--- config.mk ---
export PLATFORM = sky130hd
export DESIGN_NAME = lock_timeout_ctrl_flat
export DESIGN_NICKNAME = d
export VERILOG_FILES = /design/src/rtl/lock_timeout_ctrl_if.sv /design/src/rtl/lock_timeout_ctrl.sv /design/src/flat_wrapper.sv
export SDC_FILE = /design/constraint.sdc
export NUM_CORES = 1
export LEC_CHECK = 0
export CAP_MARGIN = 25
export CORE_MARGIN = 2
export CORE_UTILIZATION = 40
export CTS_CLUSTER_DIAMETER = 120
export DETAILED_ROUTE_END_ITERATION = 12
export GPL_TIMING_DRIVEN = 1
export SYNTH_ARGS = -nofsm -noshare
export SYNTH_HDL_FRONTEND = slang
export SYNTH_SLANG_ARGS = --single-unit
--- constraint.sdc ---
create_clock -name clk_in -period 2.5 [get_ports clk_in]
set_input_delay 0.375 -clock clk_in [delete_from_list [all_inputs] [get_ports clk_in]]
set_output_delay 0.375 -clock clk_in [all_outputs]
set_load 0.01 [all_outputs]
--- src/rtl/lock_timeout_ctrl_if.sv ---
// rtl/lock_timeout_ctrl_if.sv - start/pause/abort/expire handshake bundle for the lock timeout sequencer
// Ports (master = lock FSM side, slave = lock_timeout_ctrl):
//   start, duration[DUR_W], pause, abort   : master -> slave
//   busy, tick, expired, remaining[DUR_W]  : slave -> master
interface lock_timeout_ctrl_if #(
    parameter int DUR_W = 8
);
    logic             start;
    logic [DUR_W-1:0] duration;
    logic             pause;
    logic             abort;
    logic             busy;
    logic             tick;
    logic             expired;
    logic [DUR_W-1:0] remaining;

    modport master (
        output start, duration, pause, abort,
        input  busy, tick, expired, remaining
    );

    modport slave (
        input  start, duration, pause, abort,
        output busy, tick, expired, remaining
    );
endinterface

--- src/rtl/lock_timeout_ctrl.sv ---
// rtl/lock_timeout_ctrl.sv - 50 ms tick prescaler plus programmable tick down-counter for the lock FSM
// Ports:
//   clk_in : system clock (25 MHz)
//   rst    : asynchronous reset, active-high
//   bus    : lock_timeout_ctrl_if.slave (start/duration/pause/abort in; busy/tick/expired/remaining out)
// Optional feature macro: AUTO_RELOAD_EN (periodic timeout; expiry reloads the latched duration).
// Input priority each cycle: abort > start > pause. All outputs are registered.
module lock_timeout_ctrl #(
    parameter int TICK_DIV = 1250000,
    parameter int PRE_W    = 21,
    parameter int DUR_W    = 8
) (
    input  logic                  clk_in,
    input  logic                  rst,
    lock_timeout_ctrl_if.slave    bus
);

    typedef enum logic [1:0] {
        IDLE   = 2'd0,
        RUN    = 2'd1,
        PAUSED = 2'd2,
        DONE   = 2'd3
    } state_t;

    // Wrap point; truncation to PRE_W is intentional, range is checked below.
    localparam logic [PRE_W-1:0] PRE_LAST = PRE_W'(TICK_DIV - 1);

`ifndef SYNTHESIS
    localparam longint PRE_SPAN = longint'(1) << PRE_W;
    if (TICK_DIV < 2 || longint'(TICK_DIV) > PRE_SPAN) begin : g_bad_cfg
        $error("lock_timeout_ctrl: TICK_DIV out of range for PRE_W");
    end
`endif

    state_t             state;
    logic [PRE_W-1:0]   prescaler;
    logic [DUR_W-1:0]   remaining_q;
    logic               busy_q;
    logic               tick_q;
    logic               expired_q;
`ifdef AUTO_RELOAD_EN
    logic [DUR_W-1:0]   reload_q;
`endif

    assign bus.busy      = busy_q;
    assign bus.tick      = tick_q;
    assign bus.expired   = expired_q;
    assign bus.remaining = remaining_q;

    always_ff @(posedge clk_in or posedge rst) begin
        if (rst) begin
            state       <= IDLE;
            prescaler   <= '0;
            remaining_q <= '0;
            busy_q      <= 1'b0;
            tick_q      <= 1'b0;
            expired_q   <= 1'b0;
`ifdef AUTO_RELOAD_EN
            reload_q    <= '0;
`endif
        end else begin
            tick_q    <= 1'b0;
            expired_q <= 1'b0;

            if (bus.abort) begin
                state       <= IDLE;
                prescaler   <= '0;
                remaining_q <= '0;
                busy_q      <= 1'b0;
            end else if (bus.start) begin
                // Retrigger restarts the phase; a wrap due this cycle is dropped.
                prescaler <= '0;
`ifdef AUTO_RELOAD_EN
                reload_q  <= bus.duration;
`endif
                if (bus.duration != '0) begin
                    remaining_q <= bus.duration;
                    state       <= RUN;
                    busy_q      <= 1'b1;
                end else begin
                    remaining_q <= '0;
                    state       <= DONE;
                    busy_q      <= 1'b0;
                    expired_q   <= 1'b1;
                end
            end else if ((state == RUN || state == PAUSED) && bus.pause) begin
                // Prescaler frozen on the edge that enters PAUSED and while held.
                state <= PAUSED;
            end else if (state == RUN || state == PAUSED) begin
                // Leaving PAUSED counts this edge, so pause stretches timing 1:1.
                state <= RUN;
                if (prescaler == PRE_LAST) begin
                    prescaler <= '0;
                    tick_q    <= 1'b1;
                    if (remaining_q <= DUR_W'(1)) begin
                        expired_q <= 1'b1;
`ifdef AUTO_RELOAD_EN
                        if (reload_q != '0) begin
                            remaining_q <= reload_q;
                        end else begin
                            remaining_q <= '0;
                            state       <= DONE;
                            busy_q      <= 1'b0;
                        end
`else
                        remaining_q <= '0;
                        state       <= DONE;
                        busy_q      <= 1'b0;
`endif
                    end else begin
                        remaining_q <= remaining_q - DUR_W'(1);
                    end
                end else begin
                    prescaler <= prescaler + PRE_W'(1);
                end
            end
        end
    end

endmodule

--- src/flat_wrapper.sv ---
// flat-port wrapper written by rule: the top's interface ports become plain ports
module lock_timeout_ctrl_flat 
#(
    parameter int TICK_DIV = 1250000,
    parameter int PRE_W    = 21,
    parameter int DUR_W    = 8
)
  (clk_in, rst, bus_start, bus_duration, bus_pause, bus_abort, bus_busy, bus_tick, bus_expired, bus_remaining);
  lock_timeout_ctrl_if #(.DUR_W(DUR_W)) bus_i ();
  input  logic clk_in;
  input  logic rst;
  input wire logic [$bits(bus_i.start)-1:0] bus_start;
  input wire logic [$bits(bus_i.duration)-1:0] bus_duration;
  input wire logic [$bits(bus_i.pause)-1:0] bus_pause;
  input wire logic [$bits(bus_i.abort)-1:0] bus_abort;
  output wire logic [$bits(bus_i.busy)-1:0] bus_busy;
  output wire logic [$bits(bus_i.tick)-1:0] bus_tick;
  output wire logic [$bits(bus_i.expired)-1:0] bus_expired;
  output wire logic [$bits(bus_i.remaining)-1:0] bus_remaining;
  assign bus_i.start = bus_start;
  assign bus_i.duration = bus_duration;
  assign bus_i.pause = bus_pause;
  assign bus_i.abort = bus_abort;
  assign bus_busy = bus_i.busy;
  assign bus_tick = bus_i.tick;
  assign bus_expired = bus_i.expired;
  assign bus_remaining = bus_i.remaining;
  lock_timeout_ctrl #(.TICK_DIV(TICK_DIV), .PRE_W(PRE_W), .DUR_W(DUR_W)) u_core (.clk_in(clk_in), .rst(rst), .bus(bus_i));
endmodule
; ---- Word-level counts from Yosys, hierarchy flattened
; Cells that the tools add are included.
[classes]
add_sub_neg = 2
magnitude_cmp = 1
n_eq_ne = 4
n_mux = 38
reduce_logical = 10
[ops]
columns = op, n
row1 = two-way mux 21 bit, 5
row2 = two-way mux 8 bit, 7
row3 = adder 21 x 1 -> 21 bit (second input constant), 1
row4 = == test 21 bit (second input constant), 1
row5 = two-way mux 1 bit, 19
row6 = two-way mux 2 bit, 7
row7 = nonzero test 3 bit, 3
row8 = less-or-equal comparator 8 x 1 -> 1 bit (second input constant), 1
row9 = nonzero test 8 bit, 1
row10 = subtractor 8 x 1 -> 8 bit (second input constant), 1
row11 = AND reduction 4 bit, 1
row12 = nonzero test 4 bit, 1
row13 = != test 3 bit (second input constant), 1
row14 = AND reduction 3 bit, 1
row15 = == test 2 x 1 -> 1 bit (second input constant), 1
row16 = == test 2 bit (second input constant), 1
row17 = AND reduction 2 bit, 1
row18 = logical AND 1 bit, 1
row19 = logical OR 1 bit, 1
[totals]
regBits = 34
in_bits = 13
output_inout_bits = 11
wordCells = 61

; ---- Depth between registers and ports, before layout
[depth]
ltp_word = 7
depth_mapped = 7
depth_no_buf = 7

; ---- Least setup slack after synthesis
; OpenSTA, ideal clock, no wires.
[synth_path]
path_kind = register to register
start = reg u_core.remaining_q[0], in the netlist u_core.bus.remaining[0]
end = reg u_core.remaining_q[7], in the netlist u_core.bus.remaining[7]
setup_time_ns = 0.127
arrival_time_ns = 1.798
t_required_ns = 2.373
slack_ns = 0.576
stages_incl_launch_ff = 6
cell_sequence = dfrtp_1 or4_4 nor4_1 mux2_2 a22oi_1 a21oi_1
[synth_via]
elab_chain_cells = 7
[synth_rtl]
columns = element, line
row1 = from (decl), lock_timeout_ctrl.sv:37  ; logic [DUR_W-1:0] remaining_q;
row2 = from (signal assigned), lock_timeout_ctrl.sv:77  ; remaining_q <= bus.duration;
row3 = from (signal assigned), lock_timeout_ctrl.sv:111  ; remaining_q <= remaining_q - DUR_W'(1);
row4 = subtractor 8 x 1 -> 8 bit or less-or-equal comparator 8 x 1 -> 1 bit (tied branches), "lock_timeout_ctrl.sv:111, lock_timeout_ctrl.sv:95"
row5 = two-way mux 8 bit *, lock_timeout_ctrl.sv:95  ; if (remaining_q <= DUR_W'(1)) begin
row6 = two-way mux 8 bit *, lock_timeout_ctrl.sv:92  ; if (prescaler == PRE_LAST) begin
row7 = two-way mux 8 bit *, lock_timeout_ctrl.sv:89  ; end else if (state == RUN || state == PAUSED) begin
row8 = two-way mux 8 bit *, lock_timeout_ctrl.sv:86  ; end else if ((state == RUN || state == PAUSED) && bus.pause) begin
row9 = two-way mux 8 bit *, lock_timeout_ctrl.sv:70  ; end else if (bus.start) begin
row10 = two-way mux 8 bit *, lock_timeout_ctrl.sv:65  ; if (bus.abort) begin
; Mark *: on every way between the ends. The rest lies on a longest branch, timed or not. The select of a mux whose other input is x is not followed.
; A chain may end at the register's enable or synchronous reset.

; ---- Worst setup path after layout
[layout_path]
start = reg u_core.remaining_q[2], in the netlist u_core.bus.remaining[2]
end = reg u_core.remaining_q[7], in the netlist u_core.bus.remaining[7]
; The elaborated chain is that of the path after synthesis.

==> reports/results.ini <==
[sta]
whs_ns = 0.4826
fin_ws_ns = 0.4697
hold_viol_final = 0
period_minus_slack_ns = 2.030
period_share_pct = 81.21
max_freq_ghz = 0.4925
tightest_slew_ns = 0.5340
slew_viol_final = 0
relSlewSlack_pct = 64.13
tns_ns = 0
rsz0062_at_grt = no
skew_ns = 0.007923
setup_violations = 0

[drt]
drc_errors = 0
wl_um = 4588
wire_per_inst_um = 14.52
ant_nets = 0
drt_iter0_drc = 103
firstDrtPassIters = 4
dr_total_vias = 1651
viasPerCell = 5.225

[yosys]
muxShareOfSynthArea_pct = 1.079
synth_compound_area_share_pct = 12.70
syn_inst = 214
synthesis.area_um2 = 1971
synth.avg_cell_area_um2 = 9.209
synth_cell_type_count = 51
synthSimpleGateAreaFrac_pct = 28.89
synth_edf_count = 0
synth_warnings = 0
ys_ff_latch = 34
synthFlopType = dfrtp_1
synth-xor-area-share_pct = 9.333
ys_seq_area_share_pct = 43.17
synth_top_family_by_area = simple AND/OR/NAND/NOR gates
synthArstFlopShare_pct = 100.0
yosys.area_share.adder_pct = 1.905
syn-num-nets = 230

[clocking]
clock_path_buffers = 2
htree_levels = 2
cts_hold_buffers = 0
path_clk_slew_ns = 0.07
cts_sinks = 34
cts_buffers = 5
cts_setup_buffers = 0
cts_tree = built
root_buffer = clkbuf_8
clk_latency_ns = 0.29
cts_resized = 0

[setup_path]
crit_required_ns = 2.66
start_kind = flop
endpoint_kind = flop
worstSetupPathType = flop to flop
regToRegSetupSlack_ns = 0.47
rr_worst_depth = 5
crit_path_max_fanout = 7
worst_r2r_endpoint = u_core.bus.remaining[7]$_DFFE_PP0P_
r2r_start = u_core.bus.remaining[2]$_DFFE_PP0P_
crit_arrival_ns = 2.19

[run]
max-cap-violations = 0

[die]
core_um2 = 4723
die-area_um2 = 5504
rows = 25
die_x_um = 74.19
io_pins = 24
die_h_um = 74.19
start_util_pct = 41.72

[grt]
grt_usage_pct = 18.68
grt_max_degree = 35
antenna_found_initial = 0
grt_pass1_vias = 1599
grt_pass1_wl_um = 7810
grt_overflow_total = 0

[placement]
place.gp.congestion = 0.8149
dp.cells = 308
port_buffers = 23
placed_cell_area_um2 = 2328
dp_hpwl_um = 3289
pre_cts_ws_ns = 0.3453

[final_layout]
drive_above_1_share_pct = 11.24
multi_input_area_um2 = 1062
n_fill_cell = 457
most-common-layout-cells = nor2_1, dfrtp_1, clkdlybuf4s50_1
seq_area_um2 = 850.8
design_area_um2 = 2435
n_antenna_cell = 0
final_core_utilization_pct = 51.55
syn2layout_area_growth_pct = 23.56
nNetsFinal = 264
stdcell_count = 316

[pwr]
cellPowerDensity_nw_per_um2 = 530.4
total_power_mw = 1.292
leakagePower_nw = 0.9961
max-vdd-ir-drop_mv = 0.2069

[min_path]
hold_class = input pin to asynchronous set/reset pin

[run_status]
status = completed

## where the power goes
| part | internal, mW | switching (mW) |
|---|---|---|
| sequential | 0.566 | 0.0209 |
| combinational | 0.0974 | 0.105 |
| clock | 0.298 | 0.204 |
## cell type report
cell class,count,share of cell area (%)
clock buffers,7,3.135
clock inverters,1,1.233
inverters,7,1.079
multi-input cells,167,43.63
flip-flops and latches,34,34.94
well taps,67,3.443
repair buffers,33,12.54
## state kept, by name, indices dropped and copies added (netlist names)
name	count
u_core.bus.remaining	8
u_core.bus.tick	1
u_core.bus.expired	1
u_core.bus.busy	1
u_core.state	2
u_core.prescaler	21
## per-layer routing
metal / wire (µm) / GRT usage, % / part of all wire [%] / up-vias
li1: - / - / - / 840
met1: 2354 / 26.75 / 51 / 789
met2: 2073 / 28.08 / 45 / 17
met3: 108 / 4.472 / 2.4 / 5
met4: 51 / 5.657 / 1.1 / 0
met5: 0 / 0 / 0 / -
## critical path, stage by stage, from the launching register on
cell and delay (ns):
dfrtp_1 0.45, or4_4 0.56, nor4_1 0.21, mux2_2 0.37, a22oi_1 0.22, a21oi_1 0.09
## cell usage after synthesis (2+ instances only)
library cell | n | share of area, %
o21ai_0 | 5 | 1.3
inv_1 | 7 | 1.3
nand2_1 | 17 | 3.2
or2_2 | 2 | 0.63
or4_1 | 3 | 1.1
o21a_1 | 2 | 0.76
and2_1 | 3 | 0.95
nor2_1 | 34 | 6.5
nand4_1 | 11 | 3.5
and3_1 | 5 | 1.6
a21oi_1 | 9 | 2.3
xor2_1 | 18 | 8.0
nor4_1 | 4 | 1.3
clkbuf_1 | 2 | 0.38
nand3b_1 | 3 | 1.1
nor3_1 | 5 | 1.3
a211oi_1 | 3 | 1.1
o31ai_1 | 2 | 0.76
nand3_1 | 7 | 1.8
dfrtp_1 | 34 | 43
buf_4 | 2 | 0.76
ha_1 | 3 | 1.9
xnor2_1 | 3 | 1.3
a22oi_1 | 2 | 0.76
o22ai_1 | 2 | 0.63
## worst max path at each step
stage                                          end                                start
2_1_floorplan  u_core.bus.remaining[7]$_DFFE_PP0P_  u_core.bus.remaining[0]$_DFFE_PP0P_
3_3_place_gp   u_core.bus.remaining[2]$_DFFE_PP0P_                            bus_pause
3_5_place_dp   u_core.bus.remaining[2]$_DFFE_PP0P_                            bus_pause
4_1_cts        u_core.bus.remaining[7]$_DFFE_PP0P_  u_core.bus.remaining[2]$_DFFE_PP0P_
5_1_grt        u_core.bus.remaining[4]$_DFFE_PP0P_  u_core.bus.remaining[0]$_DFFE_PP0P_
6_report       u_core.bus.remaining[7]$_DFFE_PP0P_  u_core.bus.remaining[2]$_DFFE_PP0P_
## cells by family after synthesis
kind of cell    count (synthesis)
mux                             2
buf+inv                        13
simple gates                  107
compound gates                 34
fa+ha+maj                       3
xor+xnor                       21
flops                          34
No activity file was read; power rests on OpenSTA's default activity.
